## config.mk

```make
export PLATFORM = sky130hd
export DESIGN_NAME = alu_cmd_queue
export DESIGN_NICKNAME = d
export VERILOG_FILES = /design/src/rtl/alu_cmd_queue.sv
export SDC_FILE = /design/constraint.sdc
export NUM_CORES = 1
export LEC_CHECK = 0
export BUFFER_PORTS_ARGS = -buffer_cell sky130_fd_sc_hd__buf_2
export CORE_ASPECT_RATIO = 1.4
export CORE_MARGIN = 1.5
export CORE_UTILIZATION = 50
export CTS_CLUSTER_DIAMETER = 200
export DETAILED_ROUTE_END_ITERATION = 16
export PLACE_DENSITY = 0.8
export RECOVER_POWER = 25
export SLEW_MARGIN = 10
export SYNTH_ARGS = -nofsm -noshare
export SYNTH_HDL_FRONTEND = slang
export SYNTH_SLANG_ARGS = --single-unit
```

## constraint.sdc

```tcl
create_clock -name clk -period 3.1 [get_ports clk]
set_input_delay 0.31 -clock clk [delete_from_list [all_inputs] [get_ports clk]]
set_output_delay 0.31 -clock clk [all_outputs]
set_load 0.005 [all_outputs]
```

## src/rtl/alu_cmd_queue.sv

```systemverilog
// Command FIFO and result-capture stage around a combinational 4-bit ALU.
// Commands queue over valid/ready; the head drives the ALU and its result is registered for the consumer.
module alu_cmd_queue #(
    parameter int DEPTH = 4,
    parameter int CNT_W = 8
) (
    input  logic                    clk,
    input  logic                    rst_n,
    input  logic                    in_valid,
    output logic                    in_ready,
    input  logic [3:0]              in_a,
    input  logic [3:0]              in_b,
    input  logic [3:0]              in_opcode,
    output logic [3:0]              alu_a,
    output logic [3:0]              alu_b,
    output logic [3:0]              alu_opcode,
    input  logic [3:0]              alu_x,
    input  logic [3:0]              alu_y,
    output logic                    out_valid,
    input  logic                    out_ready,
    output logic [3:0]              out_x,
    output logic [3:0]              out_y,
    output logic [3:0]              out_opcode,
    output logic [$clog2(DEPTH):0]  count,
    output logic [CNT_W-1:0]        done_cnt
);

    localparam int PTR_W = $clog2(DEPTH);
    localparam int OCC_W = PTR_W + 1;
    localparam logic [OCC_W-1:0] FULL_CNT = OCC_W'(DEPTH);

    typedef struct packed {
        logic [3:0] a;
        logic [3:0] b;
        logic [3:0] opcode;
    } cmd_t;

    typedef enum logic {
        RES_EMPTY = 1'b0,
        RES_FULL  = 1'b1
    } res_state_t;

    cmd_t             mem [DEPTH];
    cmd_t             head;
    logic [PTR_W-1:0] wr_ptr;
    logic [PTR_W-1:0] rd_ptr;
    logic             push;
    logic             pop;
    logic             not_empty;
    res_state_t       res_state;

    // in_ready depends only on registered occupancy, never on out_ready
    assign not_empty  = (count != '0);
    assign in_ready   = (count < FULL_CNT);
    assign push       = in_valid && in_ready;
    assign pop        = not_empty && (!out_valid || out_ready);
    assign out_valid  = (res_state == RES_FULL);

    assign head       = mem[rd_ptr];
    assign alu_a      = not_empty ? head.a      : 4'h0;
    assign alu_b      = not_empty ? head.b      : 4'h0;
    assign alu_opcode = not_empty ? head.opcode : 4'h0;

    always_ff @(posedge clk) begin
        if (push) begin
            mem[wr_ptr] <= {in_a, in_b, in_opcode};
        end
    end

    always_ff @(posedge clk or negedge rst_n) begin
        if (!rst_n) begin
            wr_ptr <= '0;
            rd_ptr <= '0;
            count  <= '0;
        end else begin
            if (push) begin
                wr_ptr <= wr_ptr + 1'b1;
            end
            if (pop) begin
                rd_ptr <= rd_ptr + 1'b1;
            end
            case ({push, pop})
                2'b10:   count <= count + 1'b1;
                2'b01:   count <= count - 1'b1;
                default: count <= count;
            endcase
        end
    end

    // Result register: a pop always refills it, even while the old result is being handed off
    always_ff @(posedge clk or negedge rst_n) begin
        if (!rst_n) begin
            res_state  <= RES_EMPTY;
            out_x      <= 4'h0;
            out_y      <= 4'h0;
            out_opcode <= 4'h0;
        end else begin
            case (res_state)
                RES_EMPTY: if (pop) res_state <= RES_FULL;
                RES_FULL:  if (out_ready && !pop) res_state <= RES_EMPTY;
            endcase
            if (pop) begin
                out_x      <= alu_x;
                out_y      <= alu_y;
                out_opcode <= head.opcode;
            end
        end
    end

    always_ff @(posedge clk or negedge rst_n) begin
        if (!rst_n) begin
            done_cnt <= '0;
        end else if (out_valid && out_ready) begin
            done_cnt <= done_cnt + 1'b1;
        end
    end

endmodule
```

======== After elaboration in Yosys (flattened, before gate mapping) ========
Memory sizes are Yosys's and may differ from the RTL's.
Index checks and enable logic that the tools add are counted.
Widths: inputs -> output; s select.
word-level totals
  bits in registers ....................... 28
  latch bits .............................. 0
  memory bits (writable) .................. 48
  ROM bits ................................ 0
  word-level logic and storage cells ...... 36
  memories ................................ 1
memories
  name  words  bits a word  rd ports  clocked after Yosys merged registers in  write ports  line  text
  mem   4      12           1         0                                        1            43    cmd_t mem [DEPTH];
operators by class
  add/subtract/negate cells ............... 5
  multipliers ............................. 0
  divide/modulo/power cells ............... 0
  magnitude comparators ................... 1
  eq/ne operators ......................... 2
  shift operators ......................... 0
  muxes and demuxes ....................... 9
  bitwise operators ....................... 1
  reductions and logical operators ........ 9
operators with widths
  operator             number
  $mux 4               3
  $add 8x1->8 const B  1
  $pmux 3 s2           1
  $add 2x1->2 const B  2
  $logic_and 1x1->1    4
  $mux 1               4
  $add 3x1->3 const B  1
  $lt 3x3->1 const B   1
  $reduce_bool 3->1    1
  $sub 3x1->3 const B  1
  $eq 2x1->1 const B   1
  $eq 2x2->1 const B   1
  $logic_not 1->1      2
  $pmux 1 s2           1
  $reduce_bool 2->1    1
  $logic_or 1x1->1     1
  $not 1->1            1

======== Logic depth before layout (Yosys ltp) ========
Gate-level depths: netlist of run 1.
  word-level depth ........................ 7
  gate-level depth with buffers ........... 10
  mapped depth without buffers ............ 8

======== Least setup slack after synthesis of run 1 ========
OpenSTA, ideal clock, no wires.
  path kind ............................... register to register
  start point ............................. register res_state, in the netlist out_valid
  end point ............................... register count[2]
  arrival ................................. 1.837 ns
  required time ........................... 3.020 ns
  setup slack ............................. 1.183 ns
  cell stages (with the launch flop) ...... 11
  period minus slack after synthesis ...... 1.917 ns
  cell sequence ........................... dfrtp_1 > nand2b_1 > nor2b_2 > buf_6 > buf_12 > ha_1 > inv_1 > fa_1 > xor2_1 > nor2_1 > xnor2_1
between the ends
  word-level cells in the longest chain between the ends .. 5
RTL lines
  element                                                 line  text
  start: declaration                                      50    res_state_t res_state;
  start signal: assignment                                93    res_state <= RES_EMPTY;
  start signal: assignment                                99    RES_EMPTY: if (pop) res_state <= RES_FULL;
  start signal: assignment                                100   RES_FULL: if (out_ready && !pop) res_state <= RES_EMPTY;
  $logic_not 1->1 *                                       56    assign pop = not_empty && (!out_valid || out_ready);
  $logic_or 1x1->1 *                                      56
  $logic_and 1x1->1 *                                     56
  net pop                                                 48    logic pop;
  $eq 2x1->1 / $eq 2x2->1 (equally long branches)         82    case ({push, pop})
  $pmux 3 s2 / $reduce_bool 2->1 (equally long branches)  --
  end signal: assignment                                  83    2'b10: count <= count + 1'b1;
  end signal: assignment                                  84    2'b01: count <= count - 1'b1;
  end signal: assignment                                  85    default: count <= count;
  end: declaration                                        24    output logic [$clog2(DEPTH):0] count,
Mark *: on every way through the listed nets, which the timed path passes. The rest lies on a longest branch.
A chain may end at the register's enable or synchronous reset.

======== Worst setup path in the final report of run 1 ========
  start point ............................. register rd_ptr[0]
  end point ............................... output port alu_opcode[0]
between the ends
  word-level cells in the longest chain between the ends .. 2
RTL lines
  element                   line  text
  start: declaration        46    logic [PTR_W-1:0] rd_ptr;
  start signal: assignment  80    rd_ptr <= rd_ptr + 1'b1;
  $mem_v2 4x12              --
  $mux 4                    62    assign alu_opcode = not_empty ? head.opcode : 4'h0;
  end: declaration          16    output logic [3:0] alu_opcode,
Every way passes these cells.

==> summary.md, run 1 <==
| Metric | Value |
|---|---|
| Max Fanout on Critical Path | `14` |
| Clock Latency Late Sink | `0.34 ns` |
| Initial DRC count | `86` |
| Flop pwr share | `44.8%` |
| Sw frac | `30.8%` |
| Routed via count | `1640` |
| IO Port Bufs | `60` |
| PD cells | `936 nW/um2` |
| Post-layout util | `61.4%` |
| Worst Hold Depth | `2` |
| Fmax | `465 MHz` |
| Post-synth top area cell | `edfxtp_1` |
| Die Span Y | `96.5 um` |
| Initial Util | `52.5%` |
| GPL Wtd Cong | `0.758` |
| Max Root-Sink Buffers | `2` |
| CP endpoint kind | `output port` |
| Initial DRT Pass Iterations | `4` |
| Headroom to the max-slew limit | `55.5%` |
| Post-synth top area share | `46.1%` |
| Share of post-route cells with drive strength above 1 | `37.4%` |
| Diodes inserted | `0` |
| Area Overhead vs Synth | `16.9%` |
| Post-synth EDFFs | `48` |
| Sink Count | `76` |
| DIE AREA | `6740 um2` |
| Row count | `33` |
| IO Count | `61` |
| Final net count | `269` |
| Synth Net Count | `202` |
| CP bufs+invs | `2` |
| Kind of critical path | `flip-flop to output port` |
| Post-route ant nets | `0` |
| Clk pwr share | `21.0%` |
| Critical R2R Capture | `count[1]` |
| Synthesized area | `3120 um2` |
| Int Power | `2.37 mW` |
| Top-count cell post-synth | `edfxtp_1` |
| Mean Syn Cell Area | `18.3 um2` |
| Clock Root Buffer | `clkbuf_8` |
| Fin cells | `313` |
| CP cell instances | `buf_4, mux4_1, nor2b_1, buf_2` |
| Final period util | `69.4%` |
| Final Hold Viols | `0` |
| Final worst setup slack | `0.949 ns` |
| Global-route wire length before repair | `8810 um` |
| Routed len/inst | `17.0 um` |
| Yosys warning total | `0` |
| Hold path start | `alu_x[3]` |
| Most frequent cells after synthesis | `edfxtp_1 (48), dfrtp_1 (28), mux4_2 (11), nor2b_1 (11), xnor2_1 (9)` |
| Family with the most delay on the worst path | `multiplexers` |
| CTS tree | `built` |
| Req. time, crit path | `2.79 ns` |
| DIE WIDTH | `69.8 um` |
| Setup TNS | `0 ns` |
| Core ar. | `5950 um2` |
| Global route overflow | `0` |
| Clock buffer count from CTS | `9` |
| Final setup vio count | `0` |
| Worst vdd ir | `0.000507 V` |
| Hold WC Path Type | `input pin to flip-flop` |
| Clock Skew | `0.00323 ns` |
| Register area share after synthesis | `68.6%` |
| Cell variety after synth | `30` |
| Psw | `1.05 mW` |
| Gate Count Post-Synth | `171` |
| Vias in the first global route | `1822` |
| H-tree depth | `3` |
| Top FF cell, synth | `edfxtp_1` |
| Post-CTS Setup Bufs | `0` |
| Worst-path clk slew | `0.07 ns` |
| Setup crit start kind | `flip-flop` |
| Max Cap Viol | `0` |
| Comb power frac | `34.2%` |
| Initial antenna violation count | `0` |
| Post-Place Cells | `296` |
| R2r worst-path depth | `6` |
| Hold Path End | `out_x[3]` |
| Status | `complete, no violations` |
| DRC | `0` |
| Worst Tran Pin Value | `0.668 ns` |
| Vias per inst | `5.24` |
| Largest net degree at the start of global routing | `29` |
| Largest cells by area after synthesis | `edfxtp_1 (46%), dfrtp_1 (22%), mux4_2 (7.9%)` |
| DRT Wirelength | `5310 um` |
| Gr usage total | `17.8%` |
| Tmin final | `2.15 ns` |
| DP HPWL | `3550 um` |
| Reg-to-reg startpoint | `count[0]` |
| Slew Limit Fails | `0` |
| Leak | `1.48 nW` |
| Pre-CTS WS | `1.08 ns` |
| Max incr delay on CP | `0.61 ns` |
| CP Data Arrival Time | `1.84 ns` |
| Slowest-stage cell, CP | `mux4_1` |
| RSZ-0062 raised after global routing | `no` |
| Flops & latches, synth | `76` |
| Async S/R FF share, synth | `36.8%` |
| Reg2Reg Setup Slack | `1.06 ns` |
## power groups by stage
stage	sequential (mW)	clock [mW]	combinational, mW
floorplan	1.51	0	0.819
global placement	1.54	0	1.16
detailed placement	1.55	0	1.19
CTS	1.54	0.736	1.20
global route	1.57	0.774	1.30
finish	1.53	0.720	1.17
## cell usage in the layout (no fill, tap or decap), types with 2 or more instances in the layout
master    synthesis  layout
dfrtp_1          28      28
nand4_1           3       3
nand2_1           4       4
inv_1             7       7
edfxtp_1         48      48
ha_1              6       6
xnor2_1           9       9
mux2_4            8       8
nor2_1            2       2
clkbuf_1          2      13
xor2_1            4       4
and2_1            4       4
mux4_2           11      11
mux2_2            5       5
clkinv_2          0       2
nand3_1           2       2
clkbuf_8          0      11
buf_4             0       2
buf_2             1      48
and2b_1           2       2
nor2b_1          11      11
## worst max path at each step
stage,start,cells after the start,end
6_report,rd_ptr[0],4,alu_opcode[0]
4_1_cts,rd_ptr[0],4,alu_opcode[0]
3_3_place_gp,count[0],8,count[2]
2_1_floorplan,out_valid,10,count[2]
3_5_place_dp,count[0],6,count[1]
5_1_grt,rd_ptr[0],4,alu_opcode[0]
## timing repair
action                                 4_1_cts  5_1_grt
endpoints found under the hold margin       28        0
gates resized for setup                      0        0
hold buffers                                 1        0
## sequential cells by signal, summed over array words and instances, names as in the netlist, 2 cells and up
| signal | count |
|---|---|
| mem | 48 |
| out_x | 4 |
| out_y | 4 |
| wr_ptr | 2 |
| done_cnt | 8 |
| rd_ptr | 2 |
| count | 3 |
| out_opcode | 4 |
## area by class of cell
class	count	area, um2
clock buffers	13	180
repair buffers	63	310
well taps	70	87.6
multi-input cells	81	890
inverters	7	26.3
fillers	444	2290
clock inverters	3	17.5
flip-flops and latches	76	2140
## layer usage
metal  vias up  global-route usage (%)  routed length (um)
met5         -                       0                   0
met4         0                    9.13                 117
met3        12                    4.36                 267
met2        59                    30.8                2730
met1       814                    20.8                2190
li1        755                       -                   -
## stage by stage
| step | area (um2) | power [mW] | hold slack (ns) |
|---|---|---|---|
| floorplan | 3120 | 2.33 | 0.0144 |
| global placement | 3460 | 2.69 | 0.349 |
| global route | 3650 | 3.64 | 0.186 |
| detailed placement | 3460 | 2.74 | 0.355 |
| finish | 3650 | 3.42 | 0.194 |
| CTS | 3670 | 3.47 | 0.160 |
## cell families after synthesis
logic type / after synthesis / share of synthesized area, %
multiplexers: 26 / 14.7
AND/OR/NAND/NOR: 34 / 6.89
flip-flops: 76 / 68.6
AO/OA/AOI/OAI: 1 / 0.160
adder cells (fa/ha/maj): 7 / 3.04
XOR/XNOR: 13 / 3.64
buffers and inverters: 14 / 2.96
Power figures use the tool's default switching activity.
==> inputs of run 2 (changes only) <==
--- a/config.mk
+++ b/config.mk
@@ -8,10 +8,10 @@
 export BUFFER_PORTS_ARGS = -buffer_cell sky130_fd_sc_hd__buf_2
 export CORE_ASPECT_RATIO = 1.4
 export CORE_MARGIN = 1.5
-export CORE_UTILIZATION = 50
+export CORE_UTILIZATION = 49
 export CTS_CLUSTER_DIAMETER = 200
 export DETAILED_ROUTE_END_ITERATION = 16
-export PLACE_DENSITY = 0.8
+export PLACE_DENSITY = 0.82
 export RECOVER_POWER = 25
 export SLEW_MARGIN = 10
 export SYNTH_ARGS = -nofsm -noshare
==> constraint.sdc (replaced) <==
create_clock -name clk -period 1.75 [get_ports clk]
set_input_delay 0.175 -clock clk [delete_from_list [all_inputs] [get_ports clk]]
set_output_delay 0.175 -clock clk [all_outputs]
set_load 0.005 [all_outputs]
==> run 2 against run 1 <==
- the flow now finishes with violations (negative setup slack)
- cell count grew 3.8%
- via count increased by 3.0%
- critical path depth stayed put
- total power is 93% higher
- clock skew increased by 0.0079 ns
- first-iteration DRC count down 43%
- sequential share of layout area fell by 2.9 points
- largest cell class unchanged
- highest routed layer unchanged
==> summary.md, run 2 (synthesized netlist as in run 1, its figures left out) <==
| Metric | Value |
|---|---|
| Status | `finished with violations (was complete, no violations)` |
| Failing checks | `negative setup slack` |
| Hold WC Path Type | `input pin to flip-flop (unchanged)` |
| Tmin final | `1.89 ns` |
| Placed inst area | `3550 um2 (was 3460 um2)` |
| Clock Latency Late Sink | `0.34 ns (about the same)` |
| CTS tree | `built (unchanged)` |
| Req. time, crit path | `1.57 ns (was 2.79 ns)` |
| Vias per inst | `5.20 (was 5.24)` |
| Leak | `1.58 nW (was 1.48 nW)` |
| DIE AREA | `6870 um2 (was 6740 um2)` |
| GPL Wtd Cong | `0.783 (was 0.758)` |
| Clock Skew | `0.0111 ns (was 0.00323 ns)` |
| Gr usage total | `16.8% (was 17.8%)` |
| Family with the most delay on the worst path | `multiplexers (unchanged)` |
| Sink Count | `76 (unchanged)` |
| Final period util | `108%` |
| Largest regs | `mem (48), done_cnt (8) (unchanged)` |
| Core ar. | `6170 um2 (was 5950 um2)` |
| IO Count | `61 (unchanged)` |
| H-tree depth | `3 (unchanged)` |
| Commonest cells after routing, fill and taps aside | `buf_2 (48), edfxtp_1 (48), dfrtp_1 (26) (was buf_2 (48), edfxtp_1 (48), dfrtp_1 (28))` |
| Slowest-stage cell, CP | `mux4_2 (was mux4_1)` |
| Global route overflow | `0 (unchanged)` |
| Post-route ant nets | `0 (unchanged)` |
| Share of post-route cells with drive strength above 1 | `45.1% (was 37.4%)` |
| Final Hold Viols | `0 (unchanged)` |
| Slew Limit Fails | `0 (unchanged)` |
| Routed len/inst | `16.1 um (was 17.0 um)` |
| PD cells | `1720 nW/um2 (was 936 nW/um2)` |
| Final worst setup slack | `-0.143 ns (was 0.949 ns)` |
| Largest register FFs | `48 (unchanged)` |
| Die Span Y | `97.5 um (was 96.5 um)` |
| Initial Util | `50.6% (was 52.5%)` |
| Fmax | `528 MHz` |
| IO Port Bufs | `60 (unchanged)` |
| CP cell instances | `buf_12, mux4_2, and2b_1, buf_2 (was buf_4, mux4_1, nor2b_1, buf_2)` |
| DP HPWL | `3380 um (was 3550 um)` |
| CP Data Arrival Time | `1.72 ns (was 1.84 ns)` |
| Largest net degree at the start of global routing | `29 (unchanged)` |
| Headroom to the max-slew limit | `59.1% (was 55.5%)` |
| Layout fillers | `458 (was 444)` |
| Routed via count | `1689 (was 1640)` |
| Max Root-Sink Buffers | `2 (unchanged)` |
| Initial DRC count | `49 (was 86)` |
| CP endpoint kind | `output port (unchanged)` |
| Setup crit start kind | `flip-flop (unchanged)` |
| Pre-CTS WS | `0.0968 ns (was 1.08 ns)` |
| Final hold slack | `0.0560 ns (was 0.194 ns)` |
| Max incr delay on CP | `0.53 ns (was 0.61 ns)` |
| DRT Wirelength | `5220 um (was 5310 um)` |
| Worst Tran Pin Value | `0.614 ns (was 0.668 ns)` |
| Total power | `6.61 mW (was 3.42 mW)` |
| Worst vdd ir | `0.000987 V (was 0.000507 V)` |
| Post-route cell area | `3850 um2 (was 3650 um2)` |
| Global-route wire length before repair | `8650 um (was 8810 um)` |
| Area Overhead vs Synth | `23.2% (was 16.9%)` |
| Max Cap Viol | `0 (unchanged)` |
| Final setup vio count | `12 (was 0)` |
| Row count | `34 (was 33)` |
| Worst-path clk slew | `0.08 ns (was 0.07 ns)` |
| Largest register by flop count | `mem (unchanged)` |
| DRC | `0 (unchanged)` |
| Diodes inserted | `0 (unchanged)` |
| RSZ-0062 raised after global routing | `yes (was no)` |
| Initial DRT Pass Iterations | `4 (unchanged)` |
| DIE WIDTH | `70.5 um (was 69.8 um)` |
| Clock Root Buffer | `clkbuf_8 (unchanged)` |
| Post-layout util | `62.4% (was 61.4%)` |
| Max Fanout on Critical Path | `7 (was 14)` |
| Initial antenna violation count | `0 (unchanged)` |
| Vias in the first global route | `1782 (was 1822)` |
| CP bufs+invs | `2 (unchanged)` |
| Clock buffer count from CTS | `9 (unchanged)` |
| Final net count | `279 (was 269)` |
| Kind of critical path | `flip-flop to output port (unchanged)` |
[run 2: changes by cell type in the layout (fill, tap and decap cells not counted), moves of 2 or more]
| cell | delta |
|---|---|
| clkbuf_8 | -2 |
| dfrtp_2 | +2 |
| dfrtp_1 | -2 |
| buf_4 | +7 |
| nor2b_4 | +8 |
| nor2b_1 | -7 |
| buf_12 | +2 |
| bufinv_16 | +2 |
[run 2: final timing paths]
path	slack, ns	to	cells after the start	start
setup / recovery	-0.14	alu_opcode[3]	4	rd_ptr[0]
hold / removal	0.06	out_y[1]	2	alu_y[1]
setup reg to reg	0.09	count[2]	8	out_valid
hold reg to reg	0.47	done_cnt[7]	1	done_cnt[7]
max in group asynchronous	0.93	rd_ptr[0]	2	rst_n
min in group asynchronous	0.38	out_x[0]	2	rst_n
[run 2: timing repair]
action / 4_1_cts / 5_1_grt
cloned: 1 / 0
resized for setup: 6 / 13
hold endpoints to repair: 28 / 0
buffers inserted: 2 / 1
pin swaps: 0 / 1
hold buffers: 1 / 0
setup endpoints to repair: 12 / 13
[run 2: layout make-up]
| type | instances | area [um2] | share of cell area [%] |
|---|---|---|---|
| repair buffers | 73 | 414 | 10.8 |
| well taps | 72 | 90.1 | 2.34 |
| clock inverters | 6 | 88.8 | 2.31 |
| flip-flops and latches | 76 | 2140 | 55.7 |
| multi-input cells | 81 | 958 | 24.9 |
| clock buffers | 10 | 128 | 3.31 |
| inverters | 7 | 26.3 | 0.682 |
[run 2: where the power goes]
part / switching, mW / internal (mW) / total [mW]
combinational: 1.02 / 1.45 / 2.47
clock: 0.618 / 0.803 / 1.42
sequential: 0.343 / 2.38 / 2.72
[run 2: stage by stage]
stage | setup TNS, ns | cells
4_1_cts | -1.73 | 325
6_report | -1.04 | 325
5_1_grt | -1.75 | 325
3_3_place_gp | 0 | 305
2_1_floorplan | -0.158 | 171
3_5_place_dp | 0 | 305
[run 2: metal layers]
layer / vias to the layer above / global-route usage [%] / routed length, um / share of wire [%]
met1: 848 / 20.3 / 2110 / 40
li1: 785 / - / - / -
met4: 0 / 5.77 / 92 / 1.8
met3: 7 / 5.39 / 306 / 5.9
met2: 49 / 28.4 / 2710 / 52
met5: - / 0 / 0 / 0
==> inputs of run 3 (changes only) <==
--- a/config.mk
+++ b/config.mk
@@ -8,10 +8,10 @@
 export BUFFER_PORTS_ARGS = -buffer_cell sky130_fd_sc_hd__buf_2
 export CORE_ASPECT_RATIO = 1.4
 export CORE_MARGIN = 1.5
-export CORE_UTILIZATION = 49
+export CORE_UTILIZATION = 50
 export CTS_CLUSTER_DIAMETER = 200
 export DETAILED_ROUTE_END_ITERATION = 16
-export PLACE_DENSITY = 0.82
+export PLACE_DENSITY = 0.8
 export RECOVER_POWER = 25
 export SLEW_MARGIN = 10
 export SYNTH_ARGS = -nofsm -noshare
==> constraint.sdc (replaced) <==
create_clock -name clk -period 2.2 [get_ports clk]
set_input_delay 0.22 -clock clk [delete_from_list [all_inputs] [get_ports clk]]
set_output_delay 0.22 -clock clk [all_outputs]
set_load 0.005 [all_outputs]
==> run 3 against run 2 <==
- the run now ends clean
- total power fell by 25%
- sequential power fell by 20%
- utilization rose by 0.15 points
- highest routed layer unchanged
==> summary.md, run 3 (synthesized netlist as in run 1, its figures left out) <==
| Metric | Value |
|---|---|
| Global route overflow | `0 (unchanged)` |
| Final period util | `94.0%` |
| Placed inst area | `3510 um2 (was 3550 um2)` |
| Setup crit start kind | `flip-flop (unchanged)` |
| Setup TNS | `0 ns (was -1.04 ns)` |
| Clock Latency Late Sink | `0.34 ns (about the same)` |
| Psw | `1.48 mW (was 1.98 mW)` |
| CP Data Arrival Time | `1.85 ns (was 1.72 ns)` |
| Routed via count | `1660 (was 1689)` |
| Worst-path clk slew | `0.07 ns (was 0.08 ns)` |
| Fmax | `483 MHz` |
| Total power | `4.94 mW (was 6.61 mW)` |
| Post-CTS Setup Bufs | `0 (was 2)` |
| Crit. Startpoint | `rd_ptr[0] (unchanged)` |
| Diodes inserted | `0 (unchanged)` |
| Clock Root Buffer | `clkbuf_8 (unchanged)` |
| Core ar. | `5950 um2 (was 6170 um2)` |
| Die Span Y | `96.5 um (was 97.5 um)` |
| Routed len/inst | `16.0 um (was 16.1 um)` |
| RSZ-0062 raised after global routing | `no (was yes)` |
| Initial Util | `52.5% (was 50.6%)` |
| CP bufs+invs | `2 (unchanged)` |
| DIE WIDTH | `69.8 um (was 70.5 um)` |
| Initial DRT Pass Iterations | `4 (unchanged)` |
| Largest net degree at the start of global routing | `29 (unchanged)` |
| PD cells | `1330 nW/um2 (was 1720 nW/um2)` |
| Slowest-stage cell, CP | `mux4_2 (unchanged)` |
| GPL Wtd Cong | `0.763 (was 0.783)` |
| H-tree depth | `3 (unchanged)` |
| Vias in the first global route | `1734 (was 1782)` |
| Worst Tran Pin Value | `0.607 ns (was 0.614 ns)` |
| Kind of critical path | `flip-flop to output port (unchanged)` |
| # resized after CTS | `0 (was 6)` |
| Max Cap Viol | `0 (unchanged)` |
| Slew Limit Fails | `0 (unchanged)` |
| Tmin final | `2.07 ns` |
| Post-route ant nets | `0 (unchanged)` |
| CP endpoint kind | `output port (unchanged)` |
| CP cell instances | `buf_4, mux4_2, nor2b_1, buf_2 (was buf_12, mux4_2, and2b_1, buf_2)` |
| Max Root-Sink Buffers | `2 (unchanged)` |
| Commonest cells after routing, fill and taps aside | `buf_2 (48), edfxtp_1 (48), dfrtp_1 (28) (was buf_2 (48), edfxtp_1 (48), dfrtp_1 (26))` |
| Sink Count | `76 (unchanged)` |
| Post-route cell area | `3720 um2 (was 3850 um2)` |
| Row count | `33 (was 34)` |
| DP HPWL | `3430 um (was 3380 um)` |
| CTS Hold Bufs | `1 (unchanged)` |
| IO Port Bufs | `60 (unchanged)` |
| Vias per inst | `5.19 (was 5.20)` |
| CTS tree | `built (unchanged)` |
| IO Count | `61 (unchanged)` |
| Req. time, crit path | `1.98 ns (was 1.57 ns)` |
| Clock buffer count from CTS | `9 (unchanged)` |
| Headroom to the max-slew limit | `59.5% (was 59.1%)` |
| Global-route wire length before repair | `8450 um (was 8650 um)` |
| Initial antenna violation count | `0 (unchanged)` |
| Worst vdd ir | `0.000722 V (was 0.000987 V)` |
| Leak | `1.52 nW (was 1.58 nW)` |
| Max Fanout on Critical Path | `6 (was 7)` |
| Largest register FFs | `48 (unchanged)` |
| Final setup vio count | `0 (was 12)` |
| Max incr delay on CP | `0.50 ns (was 0.53 ns)` |
| Clock Skew | `0.00684 ns (was 0.0111 ns)` |
| Largest register by flop count | `mem (unchanged)` |
| Status | `complete, no violations (was finished with violations)` |
| Initial DRC count | `62 (was 49)` |
| Hold path start | `alu_x[3] (was alu_y[1])` |
| DRC | `0 (unchanged)` |
| Gr usage total | `17.0% (was 16.8%)` |
| DRT Wirelength | `5120 um (was 5220 um)` |
| Int Power | `3.46 mW (was 4.63 mW)` |
| Sw frac | `30.0% (about the same)` |
| Share of post-route cells with drive strength above 1 | `39.2% (was 45.1%)` |
| Post-layout util | `62.6% (was 62.4%)` |
| Final net count | `276 (was 279)` |
| Family with the most delay on the worst path | `multiplexers (unchanged)` |
| Final Hold Viols | `0 (unchanged)` |
| Clk pwr share | `22.0% (was 21.5%)` |
| Hold WC Path Type | `input pin to flip-flop (unchanged)` |
| Reg-to-reg startpoint | `out_valid (unchanged)` |
| DIE AREA | `6740 um2 (was 6870 um2)` |
| Largest regs | `mem (48), done_cnt (8) (unchanged)` |
| Comb power frac | `33.9% (was 37.3%)` |
| Flop pwr share | `44.1% (was 41.2%)` |
| Area Overhead vs Synth | `19.1% (was 23.2%)` |
==> run 3: cell type report <==
type | count | area (um2)
multi-input combinational | 81 | 890
inverter | 7 | 26.3
tap | 70 | 87.6
clock buffer | 12 | 166
sequential | 76 | 2140
fill | 450 | 2230
clock inverter | 4 | 45.0
timing repair buffer | 70 | 363
==> run 3: layer usage <==
| layer | global-route usage [%] | part of all wire (%) | up-vias |
|---|---|---|---|
| met5 | 0 | 0 | - |
| met4 | 8.33 | 2.0 | 0 |
| met3 | 5.19 | 6.9 | 14 |
| met2 | 28.3 | 48 | 61 |
| met1 | 20.3 | 43 | 811 |
| li1 | - | - | 774 |
==> run 3: final timing paths <==
check | endpoint | cells past startpoint | slack [ns]
setup / recovery | alu_a[1] | 4 | 0.13
setup reg to reg | count[2] | 8 | 0.33
min in group asynchronous | out_x[3] | 2 | 0.41
max in group asynchronous | out_opcode[2] | 2 | 1.40
hold / removal | out_x[3] | 2 | 0.11
hold reg to reg | done_cnt[7] | 1 | 0.47
==> run 3: stage by stage <==
stage	std cells	setup WS (ns)	hold slack, ns
after floorplan	171	0.283	-0.0756
after detailed placement	303	0.373	0.266
after global placement	303	0.471	0.262
after global routing	320	0.0236	0.103
after CTS	320	0.105	0.0839
final	320	0.131	0.107
==> run 3: power groups by stage <==
| stage | combinational, mW | clock, mW | sequential, mW |
|---|---|---|---|
| 2_1_floorplan | 1.15 | 0 | 2.13 |
| 3_3_place_gp | 1.66 | 0 | 2.19 |
| 3_5_place_dp | 1.69 | 0 | 2.21 |
| 4_1_cts | 1.71 | 1.11 | 2.18 |
| 5_1_grt | 1.86 | 1.17 | 2.23 |
| 6_report | 1.68 | 1.09 | 2.18 |
